===== src/rtl/s_to_p_pkg.sv =====
// Shared types and helpers for the s_to_p_frame serial-to-parallel framer.
package s_to_p_pkg;

  typedef enum logic {
    FILL = 1'b0,
    RUN  = 1'b1
  } state_e;

  function automatic int unsigned clog2(input int unsigned v);
    int unsigned r;
    r = 0;
    for (int unsigned i = 0; i < 32; i++) begin
      if ((64'd1 << i) < 64'(v)) r = i + 1;
    end
    return r;
  endfunction

  // MSB mask for offset-binary to two's-complement conversion (samples up to 32 bits).
  function automatic logic [31:0] msb_mask(input int unsigned width, input bit flip);
    return flip ? (32'd1 << (width - 1)) : '0;
  endfunction

endpackage


===== src/rtl/s_to_p_window.sv =====
// DEPTH-entry shift-register window; entry 0 is oldest, entry DEPTH-1 newest.
module s_to_p_window #(
  parameter int unsigned WIDTH = 10,
  parameter int unsigned DEPTH = 64
) (
  input  logic                     clk,
  input  logic                     reset,
  input  logic                     shift_i,
  input  logic [WIDTH-1:0]         din_i,
  output logic [DEPTH*WIDTH-1:0]   win_o,
  output logic [DEPTH*WIDTH-1:0]   win_next_o
);

  logic [DEPTH*WIDTH-1:0] win_q, win_d;

  always_comb begin
    win_d = win_q;
    if (shift_i) win_d = {din_i, win_q[DEPTH*WIDTH-1:WIDTH]};
  end

  always_ff @(posedge clk) begin
    if (reset) win_q <= '0;
    else       win_q <= win_d;
  end

  assign win_o      = win_q;
  assign win_next_o = win_d;

endmodule


===== src/rtl/s_to_p_frame.sv =====
// Sliding-window framer: publishes a DEPTH-sample snapshot every HOP accepts.
// Optional input decimation is enabled with `define S_TO_P_FRAME_DECIM_EN.
module s_to_p_frame
  import s_to_p_pkg::*;
#(
  parameter int unsigned WIDTH     = 10,
  parameter int unsigned DEPTH     = 64,
  parameter int unsigned HOP       = 64,
  parameter int unsigned SIGN_FLIP = 1,
  parameter int unsigned DECIM     = 2
) (
  input  logic                   clk,
  input  logic                   reset,
  input  logic                   in_valid,
  input  logic [WIDTH-1:0]       X,
  output logic                   frame_valid,
  input  logic                   frame_ready,
  output logic [DEPTH*WIDTH-1:0] Y,
  output logic                   overrun,
  input  logic                   clr_ovr,
  output logic                   primed
);

  localparam int unsigned FW = clog2(DEPTH + 1);
  localparam int unsigned HW = (HOP > 1) ? clog2(HOP) : 1;
  localparam logic [WIDTH-1:0] FLIP_MASK = WIDTH'(msb_mask(WIDTH, SIGN_FLIP != 0));

  logic accept;

`ifdef S_TO_P_FRAME_DECIM_EN
  localparam int unsigned DW = (DECIM > 1) ? clog2(DECIM) : 1;
  logic [DW-1:0] dec_q, dec_d;

  always_comb begin
    dec_d = dec_q;
    if (in_valid) dec_d = (dec_q == DW'(DECIM - 1)) ? '0 : dec_q + DW'(1);
  end

  always_ff @(posedge clk) begin
    if (reset) dec_q <= '0;
    else       dec_q <= dec_d;
  end

  assign accept = in_valid && (dec_q == '0);
`else
  logic unused_decim;
  assign unused_decim = (DECIM != 0);
  assign accept       = in_valid;
`endif

  logic [WIDTH-1:0]       sample;
  logic [DEPTH*WIDTH-1:0] win_next;
  logic [DEPTH*WIDTH-1:0] unused_win;

  assign sample = X ^ FLIP_MASK;

  s_to_p_window #(
    .WIDTH(WIDTH),
    .DEPTH(DEPTH)
  ) u_window (
    .clk       (clk),
    .reset     (reset),
    .shift_i   (accept),
    .din_i     (sample),
    .win_o     (unused_win),
    .win_next_o(win_next)
  );

  state_e                 state_q, state_d;
  logic [FW-1:0]          fill_q, fill_d;
  logic [HW-1:0]          hop_q, hop_d;
  logic                   primed_q, primed_d;
  logic                   fv_q, fv_d;
  logic                   ovr_q, ovr_d;
  logic [DEPTH*WIDTH-1:0] y_q, y_d;
  logic                   frame_due;
  logic                   drop;

  // Frame scheduling: first frame on the DEPTH-th accept, then every HOP accepts.
  always_comb begin
    state_d   = state_q;
    fill_d    = fill_q;
    hop_d     = hop_q;
    primed_d  = primed_q;
    frame_due = 1'b0;
    unique case (state_q)
      FILL: begin
        if (accept) begin
          fill_d = fill_q + FW'(1);
          if (fill_q == FW'(DEPTH - 1)) begin
            frame_due = 1'b1;
            state_d   = RUN;
            primed_d  = 1'b1;
            hop_d     = '0;
          end
        end
      end
      RUN: begin
        if (accept) begin
          if (hop_q == HW'(HOP - 1)) begin
            frame_due = 1'b1;
            hop_d     = '0;
          end else begin
            hop_d = hop_q + HW'(1);
          end
        end
      end
      default: state_d = FILL;
    endcase
  end

  // A due frame loads if the slot is empty or being drained this cycle; otherwise it is dropped.
  always_comb begin
    fv_d  = fv_q;
    y_d   = y_q;
    drop  = 1'b0;
    if (frame_due) begin
      if (!fv_q || frame_ready) begin
        y_d  = win_next;
        fv_d = 1'b1;
      end else begin
        drop = 1'b1;
      end
    end else if (fv_q && frame_ready) begin
      fv_d = 1'b0;
    end
    ovr_d = drop ? 1'b1 : (clr_ovr ? 1'b0 : ovr_q);
  end

  always_ff @(posedge clk) begin
    if (reset) begin
      state_q  <= FILL;
      fill_q   <= '0;
      hop_q    <= '0;
      primed_q <= 1'b0;
      fv_q     <= 1'b0;
      ovr_q    <= 1'b0;
      y_q      <= '0;
    end else begin
      state_q  <= state_d;
      fill_q   <= fill_d;
      hop_q    <= hop_d;
      primed_q <= primed_d;
      fv_q     <= fv_d;
      ovr_q    <= ovr_d;
      y_q      <= y_d;
    end
  end

  assign frame_valid = fv_q;
  assign Y           = y_q;
  assign overrun     = ovr_q;
  assign primed      = primed_q;

endmodule


===== config.mk =====
export PLATFORM = sky130hd
export DESIGN_NAME = s_to_p_frame
export DESIGN_NICKNAME = d
export VERILOG_FILES = /design/src/rtl/s_to_p_pkg.sv /design/src/rtl/s_to_p_window.sv /design/src/rtl/s_to_p_frame.sv
export SDC_FILE = /design/constraint.sdc
export NUM_CORES = 2
export LEC_CHECK = 0
export ABC_AREA = 1
export BUFFER_PORTS_ARGS = -buffer_cell sky130_fd_sc_hd__buf_4
export CAP_MARGIN = 20
export CORE_ASPECT_RATIO = 0.6
export CORE_MARGIN = 1
export CORE_UTILIZATION = 38
export DETAILED_ROUTE_END_ITERATION = 6
export HOLD_SLACK_MARGIN = 0.12
export REMOVE_ABC_BUFFERS = 1
export SETUP_SLACK_MARGIN = 0.4
export SYNTH_ARGS = -nofsm -noshare
export SYNTH_HDL_FRONTEND = slang
export SYNTH_HIERARCHICAL = 1
export SYNTH_SLANG_ARGS = --single-unit
export TNS_END_PERCENT = 1

===== constraint.sdc =====
create_clock -name clk -period 2.5 [get_ports clk]
set_input_delay 0.375 -clock clk [delete_from_list [all_inputs] [get_ports clk]]
set_output_delay 0.375 -clock clk [all_outputs]
set_load 0.02 [all_outputs]

==> flow_metrics.tcl <==
set metrics [dict create \
    crit_family "buffers and inverters" \
    insertion_delay_ns 0.77 \
    cp_slowest_stage_delay_ns 0.50 \
    end_kind "flip-flop" \
    core_um2 150000 \
    r2r-end "Y[415]" \
    fin_skew_ns 0.0273 \
    clock.fmax_ghz 0.491 \
    fp.dieW_um 504 \
    setup_viol 0 \
    report.final.hold_viol_count 0 \
    reg2reg_depth 10 \
    cts.sinks 1297 \
    hold_start "clr_ovr" \
    drt_first_pass_iters 7 \
    syn_inst 9010 \
    start_util_pct 38.3 \
    synth_seq_cells 1297 \
    power_density_nw_per_um2 659 \
    drc 0 \
    fin_util_pct 46.2 \
    dr_total_vias 51940 \
    p_leak_nw 37.9 \
    fin_nets 9473 \
    synthMuxAreaShare_pct 0 \
    synth_xor_area_share_pct 0.0153 \
    rrSetupSlack_ns 0.46 \
    numCtsBuffers 132 \
    ir_worst_vdd_v 0.000615 \
    ios 658 \
    hold_path.class "primary input to flip-flop" \
    synth_simple_gate_area_share_pct 31.1 \
    area_delta_synth_final_pct 20.8 \
    rows 110 \
    detail_route.iter0.violations 3522 \
    finalCriticalPeriod_ns 2.04 \
    hpwlAfterDp_um 102000 \
    crit_chain "inv_2 -> nand2_2 -> nor2_4 -> nand2_4 -> nand2_8 -> buf_16 -> clkbuf_16 -> buf_4 -> a21oi_1 -> nor2_1" \
    crit_buf_inv 4 \
    cp_max_fo 11 \
    avgRoutedWirePerCell_um 13.5 \
    cts_tree "done" \
    yosysUniqueCellTypes 26 \
    min_path_cells 5 \
    place_congestion 0.822 \
    crit_slowest_cell "dfxtp_1" \
    worstPathArrival_ns 2.67 \
    synth_compound_area_share_pct 5.77 \
    gr-total-overflow 0 \
    crit_required_ns 3.13 \
    syn_area_um2 57400 \
    io_buffer_count 657 \
    r2r_start "state_q" \
    path_class "flip-flop to flip-flop" \
    yosysWarningCount 6 \
    tns_ns 0 \
    startpoint_type "flip-flop" \
    vias_per_cell 4.49 \
    clk_pin_slew_ns 0.06 \
    avgSynthCellArea_um2 6.37 \
    min_to "overrun" \
    cts_max_path_buffers 3 \
    grt_max_degree 193 \
    synth_top_family_by_area "simple AND/OR/NAND/NOR gates" \
    routed_wl_um 156000 \
    die-area_um2 153000 \
    status "finished clean" \
    antenna_found_initial 0 \
    grt_usage_pct 19.2 \
    rsz0062_at_grt "true" \
    fin_crit_sh_pct 81.5 \
    synthAdderAreaFrac_pct 0.0436 \
    ant_nets 0 \
    tightest_slew_ns 0.859 \
    seq_area_frac_synth_pct 45.3 \
    n_antenna_cell 0 \
    grt_pass1_wl_um 241000 \
    relSlewSlack_pct 42.8 \
    first_global_vias 47173 \
    drv_cap 0 \
    die_h_um 303 \
    htreeDepth 4 \
    cts_root_buf "clkbuf_16" \
    drive_gt1_share_pct 11.4 \
    maxSlewViolCount 0 \
]
==> state kept, by name, summed over array words and instances (netlist names) <==
signal / flops
hop_q: 6
primed: 1
overrun: 1
frame_valid: 1
state_q: 1
u_window/win_o: 640
Y: 640
fill_q: 7
==> worst register-to-register path, stage by stage, from the launching register on <==
cell and delay [ns]:
dfxtp_1 0.50, inv_2 0.10, nand2_2 0.13, nor2_4 0.06, nand2_4 0.10, nand2_8 0.08, buf_16 0.17, clkbuf_16 0.25
buf_4 0.19, a21oi_1 0.27, nor2_1 0.08
==> worst max-delay path by stage <==
stage	startpoint	to	slack, ns	depth (start not counted)
after floorplan	frame_valid	Y[0]	-16.90	5
after CTS	fill_q[0]	Y[50]	0.29	11
after global placement	hop_q[0]	Y[318]	0.32	10
final	state_q	Y[415]	0.46	10
after detailed placement	hop_q[0]	Y[247]	0.22	9
after global routing	fill_q[1]	Y[406]	0.36	12
==> synthesized netlist by cell type (all sizes together) <==
library cell	count	area share (%)
nand2	2582	17
nor3	1	0.0087
ha	2	0.044
inv	1946	13
a21oi	653	5.7
buf	325	3.4
clkinv	1	0.0065
clkbuf	243	1.6
nand4	1	0.011
nand3b	2	0.026
o31ai	1	0.013
nor3b	1	0.013
dfxtp	1297	45
o21ai	7	0.061
nand3	646	5.6
nor2	1301	8.5
xor2	1	0.015
==> final cells by class <==
class                           count  area, um2
Clock buffer                      193       3970
Clock inverter                     37        404
Fill cell                       15679      80600
Inverter                         1947       7330
Multi-Input combinational cell   5199      21300
Sequential cell                  1297      26000
Tap cell                         2016       2520
Timing Repair Buffer              879       7830
==> where the power goes <==
group	total (mW)	leakage, nW	internal (mW)	switching, mW
clock	20.1	2.16	11.6	8.56
combinational	4.00	25.1	1.24	2.76
sequential	21.5	10.6	21.3	0.161
==> per-stage QoR <==
step | hold WS [ns] | power (mW) | std cells | setup WS (ns) | area (um2)
floorplan | 0.438 | 25.1 | 8442 | -16.90 | 54500
global placement | 0.462 | 25.9 | 11298 | 0.324 | 64100
detailed placement | 0.460 | 26.0 | 11298 | 0.218 | 64100
CTS | 0.345 | 46.2 | 11546 | 0.293 | 68700
global route | 0.433 | 47.8 | 11568 | 0.360 | 69300
finish | 0.424 | 45.6 | 11568 | 0.464 | 69300
==> layout by cell type, fill, tap and decap left out, drive strengths merged <==
master / n
nand4: 1
nand2: 2583
o21ai: 7
clkinvlp: 2
clkinv: 25
nor3b: 1
xor2: 1
buf: 854
nand3: 646
inv: 1952
nand3b: 2
a21oi: 653
o31ai: 1
bufinv: 5
nor2: 1301
dlygate4sd3: 14
ha: 2
nor3: 1
clkbuf: 204
dfxtp: 1297
==> per-layer routing <==
layer	up-vias	part of all wire (%)	global-route usage [%]
li1	27150	-	-
met1	23715	47	25.5
met2	889	47	31.9
met3	186	4.5	3.23
met4	0	2.0	5.27
met5	-	0	0
==> cells by family (layout without fill, tap and decap cells) <==
| group | after synthesis | in the layout |
|---|---|---|
| AO/OA/AOI/OAI | 661 | 661 |
| AND/OR/NAND/NOR | 4534 | 4535 |
| XOR/XNOR | 1 | 1 |
| adder cells (fa/ha/maj) | 2 | 2 |
| flip-flops | 1297 | 1297 |
| buffers and inverters | 2515 | 3056 |
==> repair_timing <==
action                                 in CTS  in global routing
resized for setup                           6                 32
hold buffers                               14                  0
setup endpoints to repair                 583                632
endpoints found under the hold margin      53                  0
pin swaps                                   1                  3
gates cloned                                1                 11
setup buffers                               3                 11
No activity file was read; power rests on OpenSTA's default activity.
